--- src/rtl/rtn_addr_stack_pkg.sv ---
`default_nettype none
// +------------------------------------------------------------------+
// | Module   : rtn_addr_stack_pkg                                    |
// | Purpose  : Shared CPU address constants and return-stack         |
// |            operation decode used by the PC, control unit and     |
// |            the return-address stack.                             |
// | Revision : 1.0 - initial release                                 |
// +------------------------------------------------------------------+
package rtn_addr_stack_pkg;

    // Width of a program address; the PC and the return stack agree on it.
    localparam int PC_ADDR_W = 8;

    // Program counter value after reset.
    localparam logic [PC_ADDR_W-1:0] RST_PC = 8'h00;

    // One stack operation per cycle, resolved from push/pop and occupancy.
    typedef enum logic [2:0] {
        OP_IDLE       = 3'd0,  // nothing requested
        OP_PUSH       = 3'd1,  // push into a non-full stack
        OP_PUSH_FULL  = 3'd2,  // push refused, stack full
        OP_POP        = 3'd3,  // pop leaving at least one entry
        OP_POP_LAST   = 3'd4,  // pop of the only entry
        OP_POP_EMPTY  = 3'd5,  // pop refused, stack empty
        OP_REPLACE    = 3'd6,  // push+pop on a non-empty stack: overwrite top
        OP_PUSH_EMPTY = 3'd7   // push+pop on an empty stack: acts as a push
    } stk_op_e;

    // Classify the requested operation against the current occupancy.
    function automatic stk_op_e decode_op(
        input logic push,
        input logic pop,
        input logic empty,
        input logic full,
        input logic last
    );
        stk_op_e op;
        op = OP_IDLE;
        if (push && pop) begin
            op = empty ? OP_PUSH_EMPTY : OP_REPLACE;
        end else if (push) begin
            op = full ? OP_PUSH_FULL : OP_PUSH;
        end else if (pop) begin
            if (empty) begin
                op = OP_POP_EMPTY;
            end else if (last) begin
                op = OP_POP_LAST;
            end else begin
                op = OP_POP;
            end
        end
        return op;
    endfunction

endpackage
`default_nettype wire

--- src/rtl/rtn_stk_ram.sv ---
`default_nettype none
// +------------------------------------------------------------------+
// | Module   : rtn_stk_ram                                           |
// | Purpose  : DEPTH x ADDR_W register array for the return stack,   |
// |            synchronous write, asynchronous read. Not reset.      |
// | Revision : 1.0 - initial release                                 |
// +------------------------------------------------------------------+
module rtn_stk_ram #(
    parameter int DEPTH  = 8,
    parameter int ADDR_W = 8,
    parameter int IDX_W  = 3
) (
    input  logic              clk,
    input  logic              i_we,
    input  logic [IDX_W-1:0]  i_waddr,
    input  logic [ADDR_W-1:0] i_wdata,
    input  logic [IDX_W-1:0]  i_raddr,
    output logic [ADDR_W-1:0] o_rdata
);

    logic [ADDR_W-1:0] r_mem [DEPTH];

    // Write one entry on the rising edge; contents carry no reset value.
    always_ff @(posedge clk) begin
        if (i_we) begin
            r_mem[i_waddr] <= i_wdata;
        end
    end

    assign o_rdata = r_mem[i_raddr];

endmodule
`default_nettype wire

--- src/rtl/rtn_addr_stack.sv ---
`default_nettype none
// +------------------------------------------------------------------+
// | Module   : rtn_addr_stack                                        |
// | Purpose  : Hardware return-address (call) stack. CALL pushes the |
// |            return address, RET pops it; the registered top copy  |
// |            feeds the PC with zero latency. Sticky over/underflow.|
// | Revision : 1.0 - initial release                                 |
// +------------------------------------------------------------------+
module rtn_addr_stack
    import rtn_addr_stack_pkg::*;
#(
    parameter int DEPTH  = 8,
    parameter int CNT_W  = 4,
    parameter int ADDR_W = PC_ADDR_W
) (
    input  logic              clk,
    input  logic              reset,
    input  logic              i_push,
    input  logic              i_pop,
    input  logic [ADDR_W-1:0] i_push_addr,
    input  logic              i_clr_err,
    output logic [ADDR_W-1:0] o_return_addr,
    output logic [CNT_W-1:0]  o_depth,
    output logic              o_empty,
    output logic              o_full,
    output logic              o_overflow,
    output logic              o_underflow
);

    localparam int IDX_W = (DEPTH > 1) ? $clog2(DEPTH) : 1;
    localparam logic [CNT_W-1:0] c_DEPTH_CNT = CNT_W'(DEPTH);
    localparam logic [CNT_W-1:0] c_ONE       = CNT_W'(1);
    localparam logic [CNT_W-1:0] c_TWO       = CNT_W'(2);

    // Architectural state
    logic [CNT_W-1:0]  r_depth;
    logic [ADDR_W-1:0] r_top;
    logic              r_ovf;
    logic              r_und;

    // Decode and next-state
    logic              w_empty;
    logic              w_full;
    logic              w_last;
    stk_op_e           w_op;
    logic [CNT_W-1:0]  w_depth_m1;
    logic [CNT_W-1:0]  w_depth_m2;
    logic [CNT_W-1:0]  w_depth_nxt;
    logic [ADDR_W-1:0] w_top_nxt;
    logic              w_ovf_set;
    logic              w_und_set;

    // Storage interface
    logic              w_we;
    logic [IDX_W-1:0]  w_waddr;
    logic [IDX_W-1:0]  w_raddr;
    logic [ADDR_W-1:0] w_rdata;

    assign w_empty    = (r_depth == '0);
    assign w_full     = (r_depth == c_DEPTH_CNT);
    assign w_last     = (r_depth == c_ONE);
    assign w_depth_m1 = r_depth - c_ONE;
    assign w_depth_m2 = r_depth - c_TWO;
    assign w_op       = decode_op(i_push, i_pop, w_empty, w_full, w_last);

    // Entry just below the current top becomes the new top on a pop.
    assign w_raddr = w_depth_m2[IDX_W-1:0];

    rtn_stk_ram #(
        .DEPTH  (DEPTH),
        .ADDR_W (ADDR_W),
        .IDX_W  (IDX_W)
    ) u_ram (
        .clk     (clk),
        .i_we    (w_we),
        .i_waddr (w_waddr),
        .i_wdata (i_push_addr),
        .i_raddr (w_raddr),
        .o_rdata (w_rdata)
    );

    // Resolve the cycle's operation into pointer, top, write and error updates.
    always_comb begin
        w_depth_nxt = r_depth;
        w_top_nxt   = r_top;
        w_we        = 1'b0;
        w_waddr     = r_depth[IDX_W-1:0];
        w_ovf_set   = 1'b0;
        w_und_set   = 1'b0;
        case (w_op)
            OP_PUSH: begin
                w_we        = 1'b1;
                w_waddr     = r_depth[IDX_W-1:0];
                w_depth_nxt = r_depth + c_ONE;
                w_top_nxt   = i_push_addr;
            end
            OP_PUSH_FULL: begin
                w_ovf_set = 1'b1;
            end
            OP_POP: begin
                w_depth_nxt = w_depth_m1;
                w_top_nxt   = w_rdata;
            end
            OP_POP_LAST: begin
                w_depth_nxt = '0;
                w_top_nxt   = '0;
            end
            OP_POP_EMPTY: begin
                w_und_set = 1'b1;
            end
            OP_REPLACE: begin
                // Return and re-call in one cycle: overwrite the top in place.
                w_we      = 1'b1;
                w_waddr   = w_depth_m1[IDX_W-1:0];
                w_top_nxt = i_push_addr;
            end
            OP_PUSH_EMPTY: begin
                // The pop half has nothing to take, so it still counts as underflow.
                w_we        = 1'b1;
                w_waddr     = '0;
                w_depth_nxt = c_ONE;
                w_top_nxt   = i_push_addr;
                w_und_set   = 1'b1;
            end
            default: begin
            end
        endcase
    end

    // State register; a new error event in the clearing cycle wins over clr_err.
    always_ff @(posedge clk or posedge reset) begin
        if (reset) begin
            r_depth <= '0;
            r_top   <= '0;
            r_ovf   <= 1'b0;
            r_und   <= 1'b0;
        end else begin
            r_depth <= w_depth_nxt;
            r_top   <= w_top_nxt;
            r_ovf   <= (r_ovf & ~i_clr_err) | w_ovf_set;
            r_und   <= (r_und & ~i_clr_err) | w_und_set;
        end
    end

    assign o_return_addr = r_top;
    assign o_depth       = r_depth;
    assign o_empty       = w_empty;
    assign o_full        = w_full;
    assign o_overflow    = r_ovf;
    assign o_underflow   = r_und;

endmodule
`default_nettype wire
--- config.mk ---
export PLATFORM = sky130hd
export DESIGN_NAME = rtn_addr_stack
export DESIGN_NICKNAME = d
export VERILOG_FILES = /design/src/rtl/rtn_addr_stack_pkg.sv /design/src/rtl/rtn_stk_ram.sv /design/src/rtl/rtn_addr_stack.sv
export SDC_FILE = /design/constraint.sdc
export NUM_CORES = 1
export LEC_CHECK = 0
export CORE_ASPECT_RATIO = 0.7
export CORE_MARGIN = 10
export CORE_UTILIZATION = 30
export CTS_CLUSTER_DIAMETER = 60
export DETAILED_ROUTE_END_ITERATION = 6
export SLEW_MARGIN = 20
export SYNTH_ARGS = -nofsm -noshare
export SYNTH_HDL_FRONTEND = slang
export SYNTH_HIERARCHICAL = 1
export SYNTH_SLANG_ARGS = --single-unit
export TNS_END_PERCENT = 20
--- constraint.sdc ---
create_clock -name clk -period 2.5 [get_ports clk]
set_clock_uncertainty 0.2 [all_clocks]
set_input_delay 0.625 -clock clk [delete_from_list [all_inputs] [get_ports clk]]
set_output_delay 0.625 -clock clk [all_outputs]
set_load 0.005 [all_outputs]
==> out/qor.txt, run 1 <==
Core Box Area -> 0.0116 mm2
most frequent cells after synthesis -> 64 x edfxtp_1, 18 x nand2_1, 15 x mux4_1, 15 x nor2_1, 14 x dfrtp_1
M1 wire length -> 3.69 mm
Most used DFF post-synth -> edfxtp_1
mux cell area share after synthesis -> 15.5%
drt pass-1 iters -> 4
final wirelength -> 7.96 mm
# hold bufs at CTS -> 0
wire length on met2 -> 3.71 mm
Required @ worst endpoint -> 1.67 ns
diode count -> 0
HP Start -> o_overflow
largest net degree at the start of global routing -> 27
cell taking the most area after synthesis -> edfxtp_1
Seq/Total Area, Yosys -> 64.3%
RSZ-0062 raised after global routing -> false
worst IR drop on VDD -> 0.000389 V
PortBufs -> 28
Simple-Gate Fraction of Synth Area -> 8.40%
Hold Slack -> 0.334 ns
Antenna Nets Post-Route -> 0
Cell Area, Synth -> 0.00353 mm2
Slew @ Worst Pin -> 0.498 ns
H-tree levels -> 3
count leader, synth -> edfxtp_1
Max transition margin -> 66.4%
clk slew on worst S/H paths -> 0.06 ns
Fmax -> 0.419 GHz
io pins -> 29
CP bufs+invs -> 2
Placed Cells -> 432
top cells by area, synth -> edfxtp_1 54%, mux4_1 11%, dfrtp_1 9.9%, mux2_2 2.9%, ha_1 2.1%
reg2reg start -> o_depth[0]
critical path class -> flop to output pin
RD Place Congestion -> 0.767
WL per Instance -> 17.7 um
CP Cell Sequence -> buf_6 -> clkdlybuf4s50_1
Post-synth ARST share -> 17.9%
Hold Vio Cnt, Final -> 0
Synth top area share -> 54.4%
post-synthesis xor/xnor area fraction -> 0%
cts bufs inserted -> 9
Tcrit/Tclk final -> 95.4%
starting density of the core -> 30.4%
clk_lat worst skew -> 0.33 ns
Total GRT Usage -> 9.91%
Final Instance Area -> 0.00448 mm2
leakage power -> 1.66 nW
Cell Pwr Density -> 1130 mW/mm2
crit path max fanout -> 26
largest family of logic cells by synthesized area -> multiplexers
Synth Area in Adders -> 2.13%
buffer depth of the longest clock path -> 2
final setup vio count -> 0
Synth Area in Compound Gates -> 5.95%
row cnt -> 33
# clock sinks -> 78
max-cap violation count -> 0
final std cells w/o fill -> 449
first-pass GRT wire length -> 12.6 mm
DRC Markers -> 0
vias in the first global route -> 2179
synth-to-layout area growth -> 26.8%
Final #Nets -> 306
wire length on met3 -> 489 um
DP Area -> 0.00419 mm2
CP Launch Type -> flop
via/cell ratio -> 4.76
CP max stage delay -> 0.56 ns
Final Critical Period -> 2.38 ns
post-synthesis net count -> 244
synth warn -> 6
critical path's top delay family -> buffers and inverters
Critical Path AT -> 1.56 ns
final max-slew violation count -> 0
post-synth cell types -> 40
First DRT Iteration DRCs -> 93
share of cells above drive strength 1 -> 22.6%
die area -> 0.0166 mm2
max layer used -> met4
via count -> 2135
Hold Crit Class -> flop to flop
Syn Inst Count -> 225
Post-Route Utilization -> 38.6%
GRT overflow -> 0
EDFF count, synth -> 64
Slowest cell on crit path -> clkdlybuf4s50_1
Synth Area per Inst -> 15.7 um2
CP startpoint -> o_depth[0]
outcome -> finished, final reports clean
CTS root buf -> clkbuf_16
CTS tree -> yes
crit end category -> output pin
Yosys reg bits -> 78
DP Wirelength -> 5.63 mm
die height -> 111 um
initial antenna violation count -> 0
Die X -> 150 um
through the flow:
stage,setup WS (ns),total power [W],TNS (ns)
2_1_floorplan,-0.237,0.00309,-8.81
3_3_place_gp,-0.216,0.00387,-5.73
3_5_place_dp,-0.158,0.00391,-5.84
4_1_cts,0.0000409,0.00511,0
5_1_grt,0.0173,0.00535,0
6_report,0.116,0.00504,0
placed cells by master, fill, tap and decap left out, types with 2 or more instances in the layout:
master           instances
edfxtp_1                64
dfrtp_1                 14
clkbuf_16                9
mux2_2                   9
ha_1                     5
clkinvlp_4               2
o21bai_1                 3
mux2i_1                  3
nand3_1                 10
o211ai_1                 3
nand3b_1                 2
nor2_1                  15
buf_4                   33
mux4_1                  15
o21ai_0                  6
a31oi_1                  9
inv_1                    5
clkinv_2                 2
nand2b_1                 6
nand2_1                 18
nor3_1                   4
inv_2                    4
buf_6                    2
clkdlybuf4s50_1         26
clkbuf_1                 3
layout make-up:
type                       instances  area, um2
clock buffer                      12        236
tap                              157        196
multi-input combinational        125       1140
sequential                        78       2270
clock inverter                     4       25.0
timing repair buffer              64        572
fill                            1067       7120
inverter                           9       33.8
state kept, by name, summed over array words and instances, names as in the netlist:
name           cells
o_overflow         1
o_underflow        1
o_depth            4
u_ram/r_mem       64
o_return_addr      8
worst paths after layout:
kind / to / slack [ns] / depth (start not counted)
worst max-delay path: o_depth[0] / 0.12 / 2
worst min-delay path: o_overflow / 0.33 / 2
worst max register to register: u_ram/r_mem[4][2] / 0.21 / 8
min in group asynchronous: o_return_addr[2] / 0.41 / 3
worst min register to register: o_overflow / 0.33 / 2
max in group asynchronous: o_return_addr[5] / 1.49 / 3
cells by family (layout without fill, tap and decap cells):
family,after synthesis,in the layout
buf+inv,22,89
mux,28,28
fa+ha+maj,6,6
compound gates,31,31
flops,78,78
simple gates,60,60
tightest hold or removal path, cell delays in order, from the launching register on:
cell and delay, ns:
dfrtp_1 0.37, inv_1 0.05, o22ai_1 0.06
power breakdown:
| group | internal [W] | switching [W] |
|---|---|---|
| registers | 0.00168 | 0.0000985 |
| clock network | 0.000668 | 0.000471 |
| logic | 0.00113 | 0.000985 |
| total | 0.00349 | 0.00156 |
timing repair:
| action | 4_1_cts | 5_1_grt |
|---|---|---|
| endpoints found under the hold margin | 0 | 0 |
| resized for setup | 6 | 3 |
| setup buffers | 0 | 1 |
| setup endpoints to repair | 2 | 2 |
layer usage:
metal | GRT usage, % | up-vias
met4 | 2.58 | 0
li1 | - | 1005
met1 | 13.2 | 1076
met2 | 14.6 | 48
met3 | 3.96 | 6
met5 | 0 | -
(Power assumes the default switching activity.)
==> run 2: changes to the inputs <==
Settings changed: CORE_UTILIZATION 30 to 45, PLACE_DENSITY set to 0.77.
==> run 2 against run 1 <==
Effect of this change: sequential power about the same; combinational power is essentially flat; setup slack lost 0.092 ns; clock-buffer cell count increased by 1; sequential share of layout area rose by 1.9 points; via count increased by 1.2%; final area decreased by 3.6%; wire length decreased by 5.8%; worst hold slack lost 0.00071 ns; total power decreased by 6.3%; critical path type unchanged; largest cell class unchanged; highest routed layer unchanged.
==> out/qor.txt, run 2 (synthesis gave the netlist of run 1 again) <==
CTS tree -> yes
worst hold stages -> 2 (unchanged)
max reg flops -> 64 (unchanged)
WL per Instance -> 19.2 um (+8.2%)
DP Area -> 0.00409 mm2 (-2.4%)
Slew @ Worst Pin -> 0.609 ns (+0.111 ns)
via/cell ratio -> 5.52 (+16%)
DRC Markers -> 0 (unchanged)
leakage power -> 1.62 nW (-2.6%)
CTS root buf -> clkbuf_8
synth-to-layout area growth -> 22.2%
H-tree levels -> 3 (unchanged)
Core Box Area -> 0.00745 mm2 (-36%)
outcome -> finished, final reports clean
Total GRT Usage -> 12.8% (+2.9 points)
drt pass-1 iters -> 5 (+1)
first-pass GRT wire length -> 11.8 mm (-6.4%)
largest net degree at the start of global routing -> 27 (unchanged)
crit path max fanout -> 26 (unchanged)
die height -> 94.1 um (-15%)
critical path class -> flop to output pin
Max transition margin -> 59.3% (-7.1 points)
Cell Pwr Density -> 1090 mW/mm2 (-2.9%)
First DRT Iteration DRCs -> 170 (+83%)
reg2reg setup slack -> 0.14 ns (-0.07 ns)
PortBufs -> 28 (unchanged)
Hold Slack -> 0.333 ns (-0.000705 ns)
final wirelength -> 7.50 mm (-5.8%)
worst IR drop on VDD -> 0.000417 V (+7.1%)
buffer depth of the longest clock path -> 2 (unchanged)
Fin Setup TNS -> 0 ns (unchanged)
Final #Nets -> 307 (+0.33%)
clk slew on worst S/H paths -> 0.07 ns (about the same)
Hold Vio Cnt, Final -> 0 (unchanged)
Tcrit/Tclk final -> 99.1% (+3.7 points)
HP Start -> o_overflow
max-cap violation count -> 0 (unchanged)
starting density of the core -> 47.4% (+17 points)
Fmax -> 0.404 GHz (-3.7%)
Post-Route Utilization -> 58.0% (+19 points)
initial antenna violation count -> 0 (unchanged)
Die X -> 126 um (-16%)
via count -> 2160 (+1.2%)
Critical Path AT -> 1.65 ns (+0.09 ns)
CP Launch Type -> flop
Final Critical Period -> 2.48 ns (+0.0923 ns)
diode count -> 0 (unchanged)
final max-slew violation count -> 0 (unchanged)
CP startpoint -> o_depth[0]
WHS Endpoint -> o_overflow
clk_lat worst skew -> 0.34 ns (about the same)
reg2reg start -> o_depth[1]
row cnt -> 26 (-21%)
GRT overflow -> 0 (unchanged)
# clock sinks -> 78 (unchanged)
# hold bufs at CTS -> 0 (unchanged)
final setup vio count -> 0 (unchanged)
RSZ-0062 raised after global routing -> true
Final Instance Area -> 0.00432 mm2 (-3.6%)
RD Place Congestion -> 0.824 (+7.4%)
cts bufs inserted -> 9 (unchanged)
Hold Crit Class -> flop to flop
Required @ worst endpoint -> 1.67 ns (about the same)
DP Wirelength -> 5.35 mm (-4.9%)
commonest cells after routing, fill and taps aside -> 64 x edfxtp_1, 36 x buf_4, 26 x clkdlybuf4s50_1
Top reg by flops -> u_ram/r_mem
crit end category -> output pin
share of cells above drive strength 1 -> 23.5% (+0.95 points)
Antenna Nets Post-Route -> 0 (unchanged)
vias in the first global route -> 2182 (+0.14%)
most common cell after layout, fill and taps aside -> edfxtp_1
Reg2Reg Depth -> 9 (+1)
io pins -> 29 (unchanged)
die area -> 0.0118 mm2 (-29%)
worst flop-to-flop path endpoint -> o_return_addr[0]
run 2: area by class of cell:
| type | count | area, um2 |
|---|---|---|
| Sequential cell | 78 | 2270 |
| Fill cell | 587 | 3130 |
| Clock buffer | 13 | 159 |
| Tap cell | 98 | 123 |
| Timing Repair Buffer | 65 | 563 |
| Inverter | 9 | 37.5 |
| Multi-Input combinational cell | 125 | 1140 |
| Clock inverter | 3 | 20.0 |
run 2: timing repair:
action	4_1_cts	5_1_grt
buffers inserted	0	4
setup endpoints to repair	2	2
gates resized for setup	6	4
run 2: per-layer routing:
layer / track usage, % / routed length [um]
met1: 16.3 / 3380
met3: 4.00 / 474
met5: 0 / 0
met2: 19.9 / 3520
met4: 5.39 / 119
run 2: how the worst max path moves through the flow:
stage	slack [ns]	cells after the start	to
finish	0.02	2	o_depth[0]
floorplan	-0.24	9	u_ram/r_mem[4][0]
detailed placement	-0.15	8	u_ram/r_mem[1][4]
CTS	-0.06	5	o_full
global placement	-0.07	7	u_ram/r_mem[3][6]
global route	-0.06	2	o_depth[0]
run 2: worst max-delay path, cell delays in order, from the launching register on:
cell and delay, ns:
dfrtp_1 0.37, buf_4 0.36, clkdlybuf4s50_1 0.58
run 2: power by group:
group	total, W	internal [W]	switching, W
registers	0.00179	0.00168	0.000113
logic	0.00210	0.00112	0.000973
clock network	0.000830	0.000414	0.000416
run 2: per-stage QoR:
step / instances / worst slack [ns] / power, W
after floorplan: 225 / -0.237 / 0.00309
after global placement: 371 / -0.0693 / 0.00376
after detailed placement: 371 / -0.155 / 0.00384
after CTS: 387 / -0.0592 / 0.00471
after global routing: 391 / -0.0557 / 0.00501
final: 391 / 0.0234 / 0.00472
